File: src/rtl/hamming_corrector.sv
// Hamming(7,4) single-error corrector with a 2-entry output FIFO.
// Define HAMMING_STATS_EN to build the word/correction counters; otherwise they read 0.
module hamming_corrector (
  input  logic        clk,
  input  logic        rst_n,
  input  logic        in_valid,
  output logic        in_ready,
  input  logic [6:0]  in_code,
  output logic        out_valid,
  input  logic        out_ready,
  output logic [3:0]  out_data,
  output logic        out_corrected,
  output logic [2:0]  out_syndrome,
  input  logic        stats_clr,
  output logic [15:0] word_cnt,
  output logic [15:0] corr_cnt
);

  logic [2:0] syndrome;
  logic [6:0] fixedCode;
  logic [7:0] entry;
  logic [7:0] head;
  logic [7:0] entries_q [2];
  logic       rdPtr_q;
  logic       wrPtr_q;
  logic [1:0] count_q;
  logic [1:0] count_d;
  logic       push;
  logic       pop;

  assign syndrome = {in_code[3] ^ in_code[4] ^ in_code[5] ^ in_code[6],
                     in_code[1] ^ in_code[2] ^ in_code[5] ^ in_code[6],
                     in_code[0] ^ in_code[2] ^ in_code[4] ^ in_code[6]};

  // Any nonzero syndrome is trusted as a single-bit error position.
  always_comb begin
    fixedCode = in_code;
    if (syndrome != 3'd0) begin
      fixedCode[syndrome - 3'd1] = ~in_code[syndrome - 3'd1];
    end
  end

  assign entry = {fixedCode[6], fixedCode[5], fixedCode[4], fixedCode[2],
                  (syndrome != 3'd0), syndrome};

  assign in_ready  = (count_q != 2'd2);
  assign out_valid = (count_q != 2'd0);
  assign push      = in_valid && in_ready;
  assign pop       = out_valid && out_ready;

  always_comb begin
    count_d = count_q;
    if (push && !pop) begin
      count_d = count_q + 2'd1;
    end else if (pop && !push) begin
      count_d = count_q - 2'd1;
    end
  end

  always_ff @(posedge clk or negedge rst_n) begin
    if (!rst_n) begin
      entries_q[0] <= '0;
      entries_q[1] <= '0;
      rdPtr_q      <= 1'b0;
      wrPtr_q      <= 1'b0;
      count_q      <= 2'd0;
    end else begin
      if (push) begin
        entries_q[wrPtr_q] <= entry;
        wrPtr_q            <= ~wrPtr_q;
      end
      if (pop) begin
        rdPtr_q <= ~rdPtr_q;
      end
      count_q <= count_d;
    end
  end

  assign head          = out_valid ? entries_q[rdPtr_q] : 8'd0;
  assign out_data      = head[7:4];
  assign out_corrected = head[3];
  assign out_syndrome  = head[2:0];

`ifdef HAMMING_STATS_EN
  logic [15:0] wordCnt_q;
  logic [15:0] wordCnt_d;
  logic [15:0] corrCnt_q;
  logic [15:0] corrCnt_d;

  // Clear wins over a same-cycle increment; both counters stick at all-ones.
  always_comb begin
    wordCnt_d = wordCnt_q;
    corrCnt_d = corrCnt_q;
    if (stats_clr) begin
      wordCnt_d = 16'd0;
      corrCnt_d = 16'd0;
    end else if (push) begin
      if (wordCnt_q != 16'hFFFF) begin
        wordCnt_d = wordCnt_q + 16'd1;
      end
      if ((syndrome != 3'd0) && (corrCnt_q != 16'hFFFF)) begin
        corrCnt_d = corrCnt_q + 16'd1;
      end
    end
  end

  always_ff @(posedge clk or negedge rst_n) begin
    if (!rst_n) begin
      wordCnt_q <= 16'd0;
      corrCnt_q <= 16'd0;
    end else begin
      wordCnt_q <= wordCnt_d;
      corrCnt_q <= corrCnt_d;
    end
  end

  assign word_cnt = wordCnt_q;
  assign corr_cnt = corrCnt_q;
`else
  logic unusedStats;
  assign unusedStats = stats_clr;
  assign word_cnt    = 16'd0;
  assign corr_cnt    = 16'd0;
`endif

endmodule

File: config.mk
export PLATFORM = sky130hd
export DESIGN_NAME = hamming_corrector
export DESIGN_NICKNAME = d
export VERILOG_FILES = /design/src/rtl/hamming_corrector.sv
export SDC_FILE = /design/constraint.sdc
export NUM_CORES = 1
export LEC_CHECK = 0
export ABC_CLOCK_PERIOD_IN_PS = 2110
export CAP_MARGIN = 30
export CORE_MARGIN = 2
export CORE_UTILIZATION = 40
export CTS_CLUSTER_DIAMETER = 50
export DETAILED_ROUTE_END_ITERATION = 16
export PLACE_DENSITY = 0.74
export SLEW_MARGIN = 15
export SYNTH_ARGS = -nofsm -noshare
export SYNTH_HDL_FRONTEND = slang
export SYNTH_SLANG_ARGS = --single-unit
File: constraint.sdc
create_clock -name clk -period 2.11 [get_ports clk]
set_clock_uncertainty 0.05 [all_clocks]
set_input_delay 0.422 -clock clk [delete_from_list [all_inputs] [get_ports clk]]
set_output_delay 0.422 -clock clk [all_outputs]
set_load 0.05 [all_outputs]
### Word-level counts from Yosys, hierarchy flattened

Cells that the tools add are included.
Widths: inputs -> output; s select.

* register bits after elaboration: 20
* output and inout port bits: 42
* word-level logic and storage cells: 54
* bits of input ports: 12

* add/subtract/negate cells: 3
* equal/unequal tests: 1
* reductions and logical operators: 11
* $lt $le $gt $ge: 5
* multiplexer cells: 15
* bitwise gates (word level): 14

Operators with widths (number)
* $mux 8: 5
* $bwmux 16: 1
* $xor 1x1->1: 9
* $demux 8 s1: 1
* $bwmux 7: 1
* $mux 7: 1
* $logic_and 1x1->1: 6
* $ge 2x2->1 const B: 2
* $lt 3x4->1 const B: 1
* $mux 2: 2
* $not 1->2: 2
* $reduce_bool 2->1: 2
* $bmux 1 s3: 1
* $demux 1 s3: 1
* $ge 3x1->1 const B: 1
* $not 1->1: 3
* $reduce_bool 3->1: 1
* $sub 3x1->3 const B: 1
* $add 2x1->2 const B: 1
* $logic_not 1->1: 2
* $lt 2x1->1 const B: 1
* $mux 1: 2
* $ne 2x2->1 const B: 1
* $sub 2x1->2 const B: 1

### Logic depth before layout (Yosys ltp)

* depth in word-level cells: 11
* depth in mapped cells: 10

### Worst setup path before layout

OpenSTA, ideal clock, no wires.

* path kind: input to register
* start point: input port in_code[2]
* end point: register entries_q[15] (netlist bit)
* library setup time: 0.125 ns
* stages on the path: 9
* path slack: -0.324 ns
* arrival time: 2.259 ns
* cell sequence: buf_4 xor2_1 xnor2_1 ha_1 and2_1 ha_1 nor3_1 a31oi_1 mux2_2

* cells in the longest elaborated chain, start to end: 11
* elaborated cells between the ends (all ways): 19

RTL lines
* start: declaration: line 8 `input logic [6:0] in_code,`
* $xor 1x1->1, on equally long branches (3 in series): line 33, 32
* $sub 3x1->3: line 39 `fixedCode[syndrome - 3'd1] = ~in_code[syndrome - 3'd1];`
* $lt 3x4->1 (not written as such) / $ge 3x1->1 (equally long branches): line 39
* $logic_and 1x1->1 (not written as such): line 39
* $mux 1 (not written as such): line 39
* $demux 1 s3: line 39
* $bwmux 7: line 39
* $mux 7 *: line 38 `if (syndrome != 3'd0) begin`
* $bwmux 16 *: line 69 `entries_q[wrPtr_q] <= entry;`
* end signal: indexed assignment: line 69
* end: declaration: line 23 `logic [7:0] entries_q [2];`

Every way passes the cells marked *; elsewhere a longest branch is shown, timed or not. The select of a mux whose other input is x is not followed.
A chain may end at the register's enable or synchronous reset.

### Worst setup path after layout

* start point: input port in_code[2]
* end point: register entries_q[6] (netlist bit)

The elaborated chain is that of the path after synthesis.

==> impl_results.md <==
- Die Height: 62.9 um
- Max VDD drop: 0.410 mV
- CP Max Fanout: 3
- Clock Pin Slew Worst Setup and Hold Paths: 0.11 ns
- Commonest cells post-synth: 33 x buf_4, 20 x dfrtp_1, 17 x nand2_1
- Top cell type by total area after synthesis: dfrtp_1
- Inst Count DP: 230
- Clock share of power: 0.084
- Initial DRT Pass Iterations: 4
- I/O Buffers: 20
- WP data required: 2.25 ns
- Cell Area, Synth: 0.00139 mm^2
- Max-cap violation count: 0
- Layout cells sized above 1: 0.294
- Via count: 1037
- WP data arrival: 2.16 ns
- Post-layout power: 2.61 mW
- Total die area: 0.00396 mm^2
- Initial antenna violation count: 0
- Num CTS Buffers: 3
- Clk sink count: 20
- DR iter-0 viols: 28
- Fillers: 344
- Final hold vios: 0
- P&R area growth vs syn: 27.0%
- Static Leakage: 0.896 nW
- H-tree depth: 1
- Clk buf depth: 2
- Post-synth EDFFs: 0
- Reg power frac: 0.277
- Overflow after GRT: 0
- Worst setup EP type: register
- Synthesized instance count: 152
- Hold bufs inserted after CTS: 0
- Number of setup violations in the final report: 0
- I/O pins: 54
- Critical path type: in2reg
- Final critical-path required period: 2.02 ns
- Net switching power: 1.31 mW
- Sw Share: 0.502
- Synth Warn #: 0
- Worst hold path class: in2async
- Die extent in x: 62.9 um
- Nets: 210
- Routed Antenna Nets: 0
- CTS tree: yes
- Number of global-route vias before repair: 960
- Pin count of the biggest net entering global routing: 21
- Tot GR Track Use: 0.128
- Comb pwr share: 0.639
- Relative slew slack: 0.665
- Fin. max-slew vios: 0
- Mapped Avg Cell Area: 9.13 um^2
- Yosys cell types: 27
- Vias per cell: 4.32
- Post-synth top flop: dfrtp_1
- Pwr/cell area: 1480 mW/mm^2
- Max Fclk: 495 MHz
- Synth async-reset ratio: 1.00
- Reg2reg setup slack: 0.58 ns
- Worst-Margin Slew: 0.503 ns
- Internal power: 1.30 mW
- Final HPWL DP: 1.88 mm
- Worst setup SP type: input port
- Drt total wl: 2.46 mm
- CORE AREA: 0.00334 mm^2
- Largest cells by area after synthesis: dfrtp_1 36%, buf_4 18%, mux2i_1 5.8%
- Antenna Diode Count: 0
- Post-synth top area share: 0.361
- Initial Util: 0.416
- Latest clock arrival within the worst-skew pair: 0.29 ns
- Final std cells w/o fill: 240
- Rows: 21
- Root Buffer: clkbuf_4
- Status: completed
- Sequential fraction of the synthesis area: 0.361
- Residual DRC count: 0
- Yosys reg bits: 20
- Fin crit share: 0.958
- First-pass GRT wire length: 4.05 mm
- RD Place Congestion: 0.689
- Routed length per placed instance: 10.3 um
- Most numerous cell in the Yosys netlist: buf_4
## timing repair
| action | CTS | global route |
|---|---|---|
| gates resized for setup | 6 | 16 |
| endpoints found under the setup margin | 8 | 6 |
| pin swaps | 8 | 11 |
| setup buffers | 5 | 1 |
## power groups by stage
stage / clock network, mW / logic, mW / registers [mW]
after floorplan: 0 / 1.29 / 0.664
after global placement: 0 / 1.59 / 0.727
after detailed placement: 0 / 1.62 / 0.737
after CTS: 0.225 / 1.66 / 0.726
after global routing: 0.241 / 1.79 / 0.750
final: 0.219 / 1.67 / 0.723
## cell usage in the layout, fill, tap and decap left out, types with 4 or more instances in the layout
cell,instances
xnor2_1,5
dfrtp_1,20
nand2_1,17
nor2_1,13
conb_1,32
mux2i_1,8
o21ai_0,10
buf_4,33
a31oi_1,4
xor2_1,4
## registers in the layout, summed over array words and instances, names as in the netlist
name,flops
rdPtr_q,1
wrPtr_q,1
count_q,2
entries_q,16
## critical path, cell delays in order
cell and delay (ns):
buf_2 0.12, xor2_2 0.14, xnor2_1 0.13, ha_1 0.32
and2_4 0.15, ha_4 0.23, nor3b_4 0.24, a31oi_2 0.12
mux2_4 0.28
## worst paths after layout
check,end,depth (start not counted),start
min in group clk,entries_q[11],2,entries_q[11]
min,entries_q[12],2,rst_n
max reg2reg,count_q[1],6,count_q[0]
max,entries_q[6],9,in_code[2]
min reg2reg,entries_q[11],2,entries_q[11]
max in group asynchronous,rdPtr_q,2,rst_n
## routing by layer
metal | routed length [um] | vias up | track usage
met5 | 0 | - | 0
li1 | - | 521 | -
met2 | 1320 | 29 | 0.245
met4 | 38 | 0 | 0.0583
met3 | 80 | 4 | 0.00721
met1 | 1020 | 483 | 0.142
## per-stage QoR
stage           util  hold WS [ns]  setup slack, ns   TNS [ns]  area [um^2]
6_report       0.528         0.417           0.0888          0         1760
5_1_grt        0.528         0.422        -0.000167  -0.000167         1760
4_1_cts        0.514         0.416          0.00768          0         1720
3_5_place_dp   0.492         0.417           -0.571      -4.44         1640
3_3_place_gp   0.492         0.412           -0.540      -4.16         1640
2_1_floorplan      -        0.0764           -0.210     -0.946         1550
## area by class of cell
type,instances,area (um^2),share of cell area
multi-input combinational,124,808,0.459
sequential,20,500,0.284
timing repair buffer,43,348,0.197
tap,46,57.6,0.0327
clock buffer,4,36.3,0.0206
inverter,3,11.3,0.00639
## cell families after synthesis
group	Yosys count	share of synthesized area
other	1	0.00270
DFF	20	0.361
xor gates and xnor gates	14	0.105
and+or+nand+nor	42	0.133
AOI/OAI and AO/OA	20	0.0802
buffers and inverters	39	0.195
muxes	12	0.0902
adders and majority gates	4	0.0343
Note: power is estimated with default switching activity, not from simulation.
